$ cat src/rtl/spi_byte_port.sv
// ---------------------------------------------------------------------------
// spi_byte_port
//
// SPI mode-0 slave byte port sitting next to the FPU command core. The SPI
// pins are oversampled on the system clock, so SCLK may run at most at one
// sixth of the system clock (each SCLK phase must last at least three system
// clock periods).
//
// Receive side: MOSI is shifted in MSB first on rising SCLK edges. Each
// completed byte is presented on in_data with a one-cycle in_data_valid
// pulse.
//
// Transmit side: a reply byte is accepted through a valid/ready handshake
// into a one-entry holding register. At every byte boundary (frame start,
// or the falling SCLK edge that follows the 8th bit) the transmit shifter
// loads the held byte. If nothing is held, it loads IDLE_BYTE and flags
// tx_underrun for one cycle. MISO presents the transmit shifter MSB while
// the frame is active.
//
// Parameters:
//   SYNC_STAGES - synchronizer flops per SPI input pin (2 or more)
//   IDLE_BYTE   - byte shifted out when no reply byte is held
//
// Ports:
//   clock               - system clock
//   reset               - asynchronous reset, active low
//   SPI_clock           - SCLK from the master (asynchronous)
//   SPI_in              - MOSI
//   SPI_not_chip_select - CS_n, active low
//   SPI_out             - MISO (0 outside a frame)
//   in_data             - last received byte
//   in_data_valid       - one-cycle pulse, in_data holds a new byte
//   out_data            - reply byte
//   out_data_valid      - reply byte offered
//   out_data_ready      - holding register empty
//   frame_active        - synchronized chip select asserted
//   tx_underrun         - one-cycle pulse, IDLE_BYTE loaded for a byte slot
// ---------------------------------------------------------------------------
module spi_byte_port #(
  parameter int unsigned SYNC_STAGES = 2,
  parameter logic [7:0]  IDLE_BYTE   = 8'h00
) (
  input  logic       clock,
  input  logic       reset,
  input  logic       SPI_clock,
  input  logic       SPI_in,
  input  logic       SPI_not_chip_select,
  output logic       SPI_out,
  output logic [7:0] in_data,
  output logic       in_data_valid,
  input  logic [7:0] out_data,
  input  logic       out_data_valid,
  output logic       out_data_ready,
  output logic       frame_active,
  output logic       tx_underrun
);

  typedef enum logic {
    ST_IDLE  = 1'b0,
    ST_FRAME = 1'b1
  } frame_state_t;

  frame_state_t state;
  frame_state_t state_next;

  // Synchronizer chains. Index 0 is closest to the pin.
  logic [SYNC_STAGES-1:0] sclk_pipe;
  logic [SYNC_STAGES-1:0] mosi_pipe;
  logic [SYNC_STAGES-1:0] cs_pipe;

  // One extra copy of the synchronized SCLK and CS for edge detection.
  logic sclk_prev;
  logic cs_prev;

  logic sclk_sync;
  logic mosi_sync;
  logic cs_sync;

  logic sclk_rise;
  logic sclk_fall;
  logic cs_fall;
  logic cs_rise;

  // Frame control strobes produced by the frame FSM.
  logic frame_open;
  logic frame_close;
  logic rx_step;
  logic tx_step;

  // Datapath state.
  logic [2:0] bit_count;
  logic [7:0] rx_shift;
  logic [7:0] tx_shift;
  logic [7:0] hold_reg;
  logic       hold_full;

  // Datapath control.
  logic       tx_load;
  logic       tx_advance;
  logic       hold_consume;
  logic       handshake;
  logic       hold_full_next;
  logic       byte_done;
  logic [7:0] rx_next;

  // All three pins go through identical chains, so MOSI reaches the
  // synchronized domain in the same cycle as the SCLK edge that samples it.
  always_ff @(posedge clock or negedge reset) begin
    if (!reset) begin
      sclk_pipe <= '0;
      mosi_pipe <= '0;
      cs_pipe   <= '1;
      sclk_prev <= 1'b0;
      cs_prev   <= 1'b1;
    end else begin
      sclk_pipe <= {sclk_pipe[SYNC_STAGES-2:0], SPI_clock};
      mosi_pipe <= {mosi_pipe[SYNC_STAGES-2:0], SPI_in};
      cs_pipe   <= {cs_pipe[SYNC_STAGES-2:0], SPI_not_chip_select};
      sclk_prev <= sclk_pipe[SYNC_STAGES-1];
      cs_prev   <= cs_pipe[SYNC_STAGES-1];
    end
  end

  assign sclk_sync = sclk_pipe[SYNC_STAGES-1];
  assign mosi_sync = mosi_pipe[SYNC_STAGES-1];
  assign cs_sync   = cs_pipe[SYNC_STAGES-1];

  assign sclk_rise = sclk_sync & ~sclk_prev;
  assign sclk_fall = ~sclk_sync & sclk_prev;
  assign cs_fall   = ~cs_sync & cs_prev;
  assign cs_rise   = cs_sync & ~cs_prev;

  // Frame FSM state register.
  always_ff @(posedge clock or negedge reset) begin
    if (!reset) begin
      state <= ST_IDLE;
    end else begin
      state <= state_next;
    end
  end

  // Frame FSM next state and strobes. SCLK edges are only honoured inside
  // a frame. A CS release in the same cycle as an SCLK edge closes the frame,
  // and that edge is dropped.
  always_comb begin
    state_next  = state;
    frame_open  = 1'b0;
    frame_close = 1'b0;
    rx_step     = 1'b0;
    tx_step     = 1'b0;
    case (state)
      ST_IDLE: begin
        if (cs_fall) begin
          state_next = ST_FRAME;
          frame_open = 1'b1;
        end
      end
      ST_FRAME: begin
        if (cs_rise) begin
          state_next  = ST_IDLE;
          frame_close = 1'b1;
        end else begin
          rx_step = sclk_rise;
          tx_step = sclk_fall;
        end
      end
      default: begin
        state_next = ST_IDLE;
      end
    endcase
  end

  assign frame_active = (state == ST_FRAME);

  // A byte slot begins at frame start, or at the falling edge after a
  // completed byte (bit_count has already wrapped back to 0 by then).
  assign tx_load      = frame_open | (tx_step & (bit_count == 3'd0));
  assign tx_advance   = tx_step & (bit_count != 3'd0);
  assign hold_consume = tx_load & hold_full;
  assign handshake    = out_data_valid & out_data_ready;
  assign byte_done    = rx_step & (bit_count == 3'd7);
  assign rx_next      = {rx_shift[6:0], mosi_sync};

  // Ready is low whenever the register is full, so a handshake and a
  // consume can never fall in the same cycle.
  always_comb begin
    hold_full_next = hold_full;
    if (handshake) begin
      hold_full_next = 1'b1;
    end else if (hold_consume) begin
      hold_full_next = 1'b0;
    end
  end

  // Bit counter. It restarts at every frame boundary, which discards any
  // partially received byte.
  always_ff @(posedge clock or negedge reset) begin
    if (!reset) begin
      bit_count <= 3'd0;
    end else if (frame_open || frame_close) begin
      bit_count <= 3'd0;
    end else if (rx_step) begin
      bit_count <= bit_count + 3'd1;
    end
  end

  // Receive shifter and byte delivery.
  always_ff @(posedge clock or negedge reset) begin
    if (!reset) begin
      rx_shift      <= 8'h00;
      in_data       <= 8'h00;
      in_data_valid <= 1'b0;
    end else begin
      in_data_valid <= byte_done;
      if (rx_step) begin
        rx_shift <= rx_next;
      end
      if (byte_done) begin
        in_data <= rx_next;
      end
    end
  end

  // Reply holding register and handshake.
  always_ff @(posedge clock or negedge reset) begin
    if (!reset) begin
      hold_reg       <= 8'h00;
      hold_full      <= 1'b0;
      out_data_ready <= 1'b1;
    end else begin
      hold_full      <= hold_full_next;
      out_data_ready <= ~hold_full_next;
      if (handshake) begin
        hold_reg <= out_data;
      end
    end
  end

  // Transmit shifter. Shifts happen on falling SCLK edges so MISO is stable
  // before the master samples it on the next rising edge.
  always_ff @(posedge clock or negedge reset) begin
    if (!reset) begin
      tx_shift    <= IDLE_BYTE;
      tx_underrun <= 1'b0;
    end else begin
      tx_underrun <= tx_load & ~hold_full;
      if (tx_load) begin
        tx_shift <= hold_full ? hold_reg : IDLE_BYTE;
      end else if (tx_advance) begin
        tx_shift <= {tx_shift[6:0], 1'b0};
      end
    end
  end

  assign SPI_out = frame_active & tx_shift[7];

endmodule

$ cat config.mk
export PLATFORM = sky130hd
export DESIGN_NAME = spi_byte_port
export DESIGN_NICKNAME = d
export VERILOG_FILES = /design/src/rtl/spi_byte_port.sv
export SDC_FILE = /design/constraint.sdc
export NUM_CORES = 1
export LEC_CHECK = 0
export BUFFER_PORTS_ARGS = -buffer_cell sky130_fd_sc_hd__buf_2
export CORE_MARGIN = 2
export CORE_UTILIZATION = 30
export DETAILED_ROUTE_END_ITERATION = 8
export PLACE_DENSITY_LB_ADDON = 0.05
export SETUP_SLACK_MARGIN = 0.3
export SLEW_MARGIN = 5
export SYNTH_ARGS = -nofsm -noshare
export SYNTH_HDL_FRONTEND = slang
export SYNTH_SLANG_ARGS = --single-unit
$ cat constraint.sdc
create_clock -name clock -period 1.81 [get_ports clock]
set_input_delay 0.2715 -clock clock [delete_from_list [all_inputs] [get_ports clock]]
set_output_delay 0.2715 -clock clock [all_outputs]
set_load 0.03 [all_outputs]
==> out/results.ini <==
[timing]
rsz0062_at_grt = true
min_period_over_period = 0.837
slew_viol_final = 0
fmax_mhz = 660
hold_viol = 0
final.setup.tns_ps = 0
period_minus_slack_ps = 1520
relSlewSlack = 0.755
worstMarginPinSlew_ps = 367
clock_skew_ps = 6.53
hold_slack_ps = 72.0
setup_violations = 0

[place]
postPlaceCellArea_sq_mm = 0.00219
hpwlAfterDp_mm = 2.55
place_congestion = 0.795
io_buffers = 26

[finish]
multi_input_area_sq_um = 792
area_growth_pct = 28.1
fillCellCount = 630
num_antenna_cells = 0
regArea_sq_mm = 0.00118
layout-drive-gt1-share = 0.505
final_cell_area_sq_mm = 0.00250
nNetsFinal = 202
layout_common_cells = 42 x dfrtp_1, 26 x buf_2, 18 x mux2_2, 11 x buf_4, 8 x a31oi_1
final_util = 0.396
final_common_cell = dfrtp_1

[setup_path]
endpoint_kind = flop
worstPathMaxFanout = 5
cp_data_required_time_ps = 2000
critPathMaxStageDelay_ps = 570
crit_type = reg -> reg
crit_buf_inv = 0
cp.arrival_ps = 1710
path_cells = or3b_4 -> and3_4 -> mux2_4
critical-path-top-delay-family = simple AND/OR/NAND/NOR gates
slowest_stage = dfstp_2
start_kind = flop

[power_and_ir_drop]
p_leak_nw = 1.17
p_per_area_mw_per_mm2 = 1220
post-layout-total-power_mw = 3.05
ir_drop_mv = 0.629

[cts]
cts-root-buf = clkbuf_8
cts_sinks = 47
clk_pin_slew_worst_paths_ps = 90
worstSkewPairLatency_ps = 300
clockBufferDepth = 2
htree_num_levels = 2
numCtsBuffers = 5
cts_tree = built

[floorplanning]
die_h_um = 84.7
num_rows = 29
die_area_sq_mm = 0.00717
num_io_pins = 27
core_area_sq_mm = 0.00631
die_w_um = 84.7
initial_core_util = 0.309

[status]
outcome = finished clean

[grt]
grt_pass1_vias = 1298
grt_overflow = 0
grt_pass1_wl_mm = 6.43
grt_antenna_before_repair = 0
track_usage = 0.114
grt_max_degree = 48

[routing]
drt_iter0_drc = 166
drc = 0
antenna_left = 0
routed_wl_mm = 4.04
post_drt_wl_per_cell_um = 15.3
vias = 1295
first_pass_iters = 4
vias_per_cell = 4.92

[synthesis]
yosys_warnings = 0
syn_nets = 160
avgSynthCellArea_sq_um = 13.6
synth_cell_types = 34
ys_ff_latch = 47
synth-seq-area-share = 0.605
synthCells = 143
synth_area_sq_mm = 0.00195

[run]
max_cap_violations = 0

[hold_path]
worstHoldPathType = in -> reg

[layer usage]
layer  GRT usage  part of all wire  wire length (um)  vias up
met5           0                 0                 0        -
met1       0.155              0.49              1970      642
met2       0.170              0.44              1800       36
met3      0.0403             0.058               236        5
li1            -                 -                 -      612
met4      0.0361            0.0077                31        0
[cell usage after synthesis]
cell type / number / area [sq um]
mux2_1: 1 / 11.3
nand2b_1: 2 / 12.5
mux2_4: 1 / 15.0
a311oi_1: 7 / 61.3
a21boi_0: 1 / 7.51
a22o_1: 1 / 8.76
clkbuf_1: 3 / 11.3
nor2_1: 1 / 3.75
dfrtp_1: 43 / 1080
dfstp_2: 4 / 105
buf_6: 2 / 22.5
and4_1: 1 / 8.76
clkbuf_2: 1 / 5.00
nor3b_2: 1 / 12.5
buf_1: 1 / 3.75
and3_1: 2 / 12.5
ha_1: 3 / 37.5
inv_1: 4 / 15.0
nand4_1: 1 / 6.26
a31oi_1: 8 / 50.1
nand3b_1: 1 / 7.51
or3b_4: 1 / 11.3
a21oi_1: 1 / 5.00
o211ai_1: 7 / 52.6
nand3_1: 8 / 40.0
o21ai_0: 1 / 5.00
a31o_2: 1 / 8.76
buf_2: 2 / 10.0
a41oi_1: 1 / 8.76
and2_1: 1 / 6.26
mux2_2: 24 / 270
nand2_1: 3 / 11.3
o211a_1: 1 / 10.0
nor2b_1: 3 / 18.8
[power breakdown]
part / switching (mW) / total (mW) / leakage, nW / internal [mW]
sequential: 0.202 / 1.55 / 0.577 / 1.35
clock: 0.373 / 0.789 / 0.0548 / 0.416
combinational: 0.336 / 0.714 / 0.541 / 0.378
total: 0.911 / 3.05 / 1.17 / 2.14
[final cells by class]
class / count / area share
clock buffer: 5 / 0.0275
clock inverter: 3 / 0.0185
inverter: 4 / 0.00601
multi-input combinational: 83 / 0.317
sequential: 47 / 0.473
tap: 77 / 0.0385
timing repair buffer: 44 / 0.120
[worst reg2reg max path, stage by stage (launching register included)]
cell and delay, ps:
dfstp_2 570, or3b_4 420, and3_4 180, mux2_4 240
[metrics by stage]
step / std cells / worst slack [ps]
after global routing: 263 / 261
after CTS: 259 / 262
after global placement: 244 / 243
final: 263 / 295
after detailed placement: 244 / 209
after floorplan: 143 / 175
[cells by family (layout without fill, tap and decap cells)]
logic type      count (synthesis)  in the layout  share of synthesized area
buf+inv                        13             56                     0.0346
simple gates                   25             25                     0.0776
fa+ha+maj                       3              3                     0.0192
flops                          47             47                      0.605
mux                            26             26                      0.152
compound gates                 29             29                      0.112
[timing repair]
item / CTS / global route
gates resized for setup: 3 / 22
cloned: 0 / 1
endpoints found under the hold margin: 43 / 0
pin swaps: 0 / 3
setup buffers: 6 / 3
setup endpoints to repair: 13 / 27
hold buffers: 1 / 0
[worst paths after layout]
check                                            start                        to  slack (ps)  cells after the start
worst min register to register  sclk_pipe[0]$_DFF_PN0_    sclk_pipe[1]$_DFF_PN0_         360                      0
max in group asynchronous                        reset  out_data_ready$_DFF_PN1_        1050                      3
worst max register to register       cs_prev$_DFF_PN1_  bit_count[2]$_DFFE_PN0P_         290                      3
min in group asynchronous                        reset   in_data_valid$_DFF_PN0_         480                      3
worst min-delay path                         SPI_clock    sclk_pipe[0]$_DFF_PN0_          70                      1
worst max-delay path                 cs_prev$_DFF_PN1_  bit_count[2]$_DFFE_PN0P_         290                      3
Power figures use the tool's default switching activity.
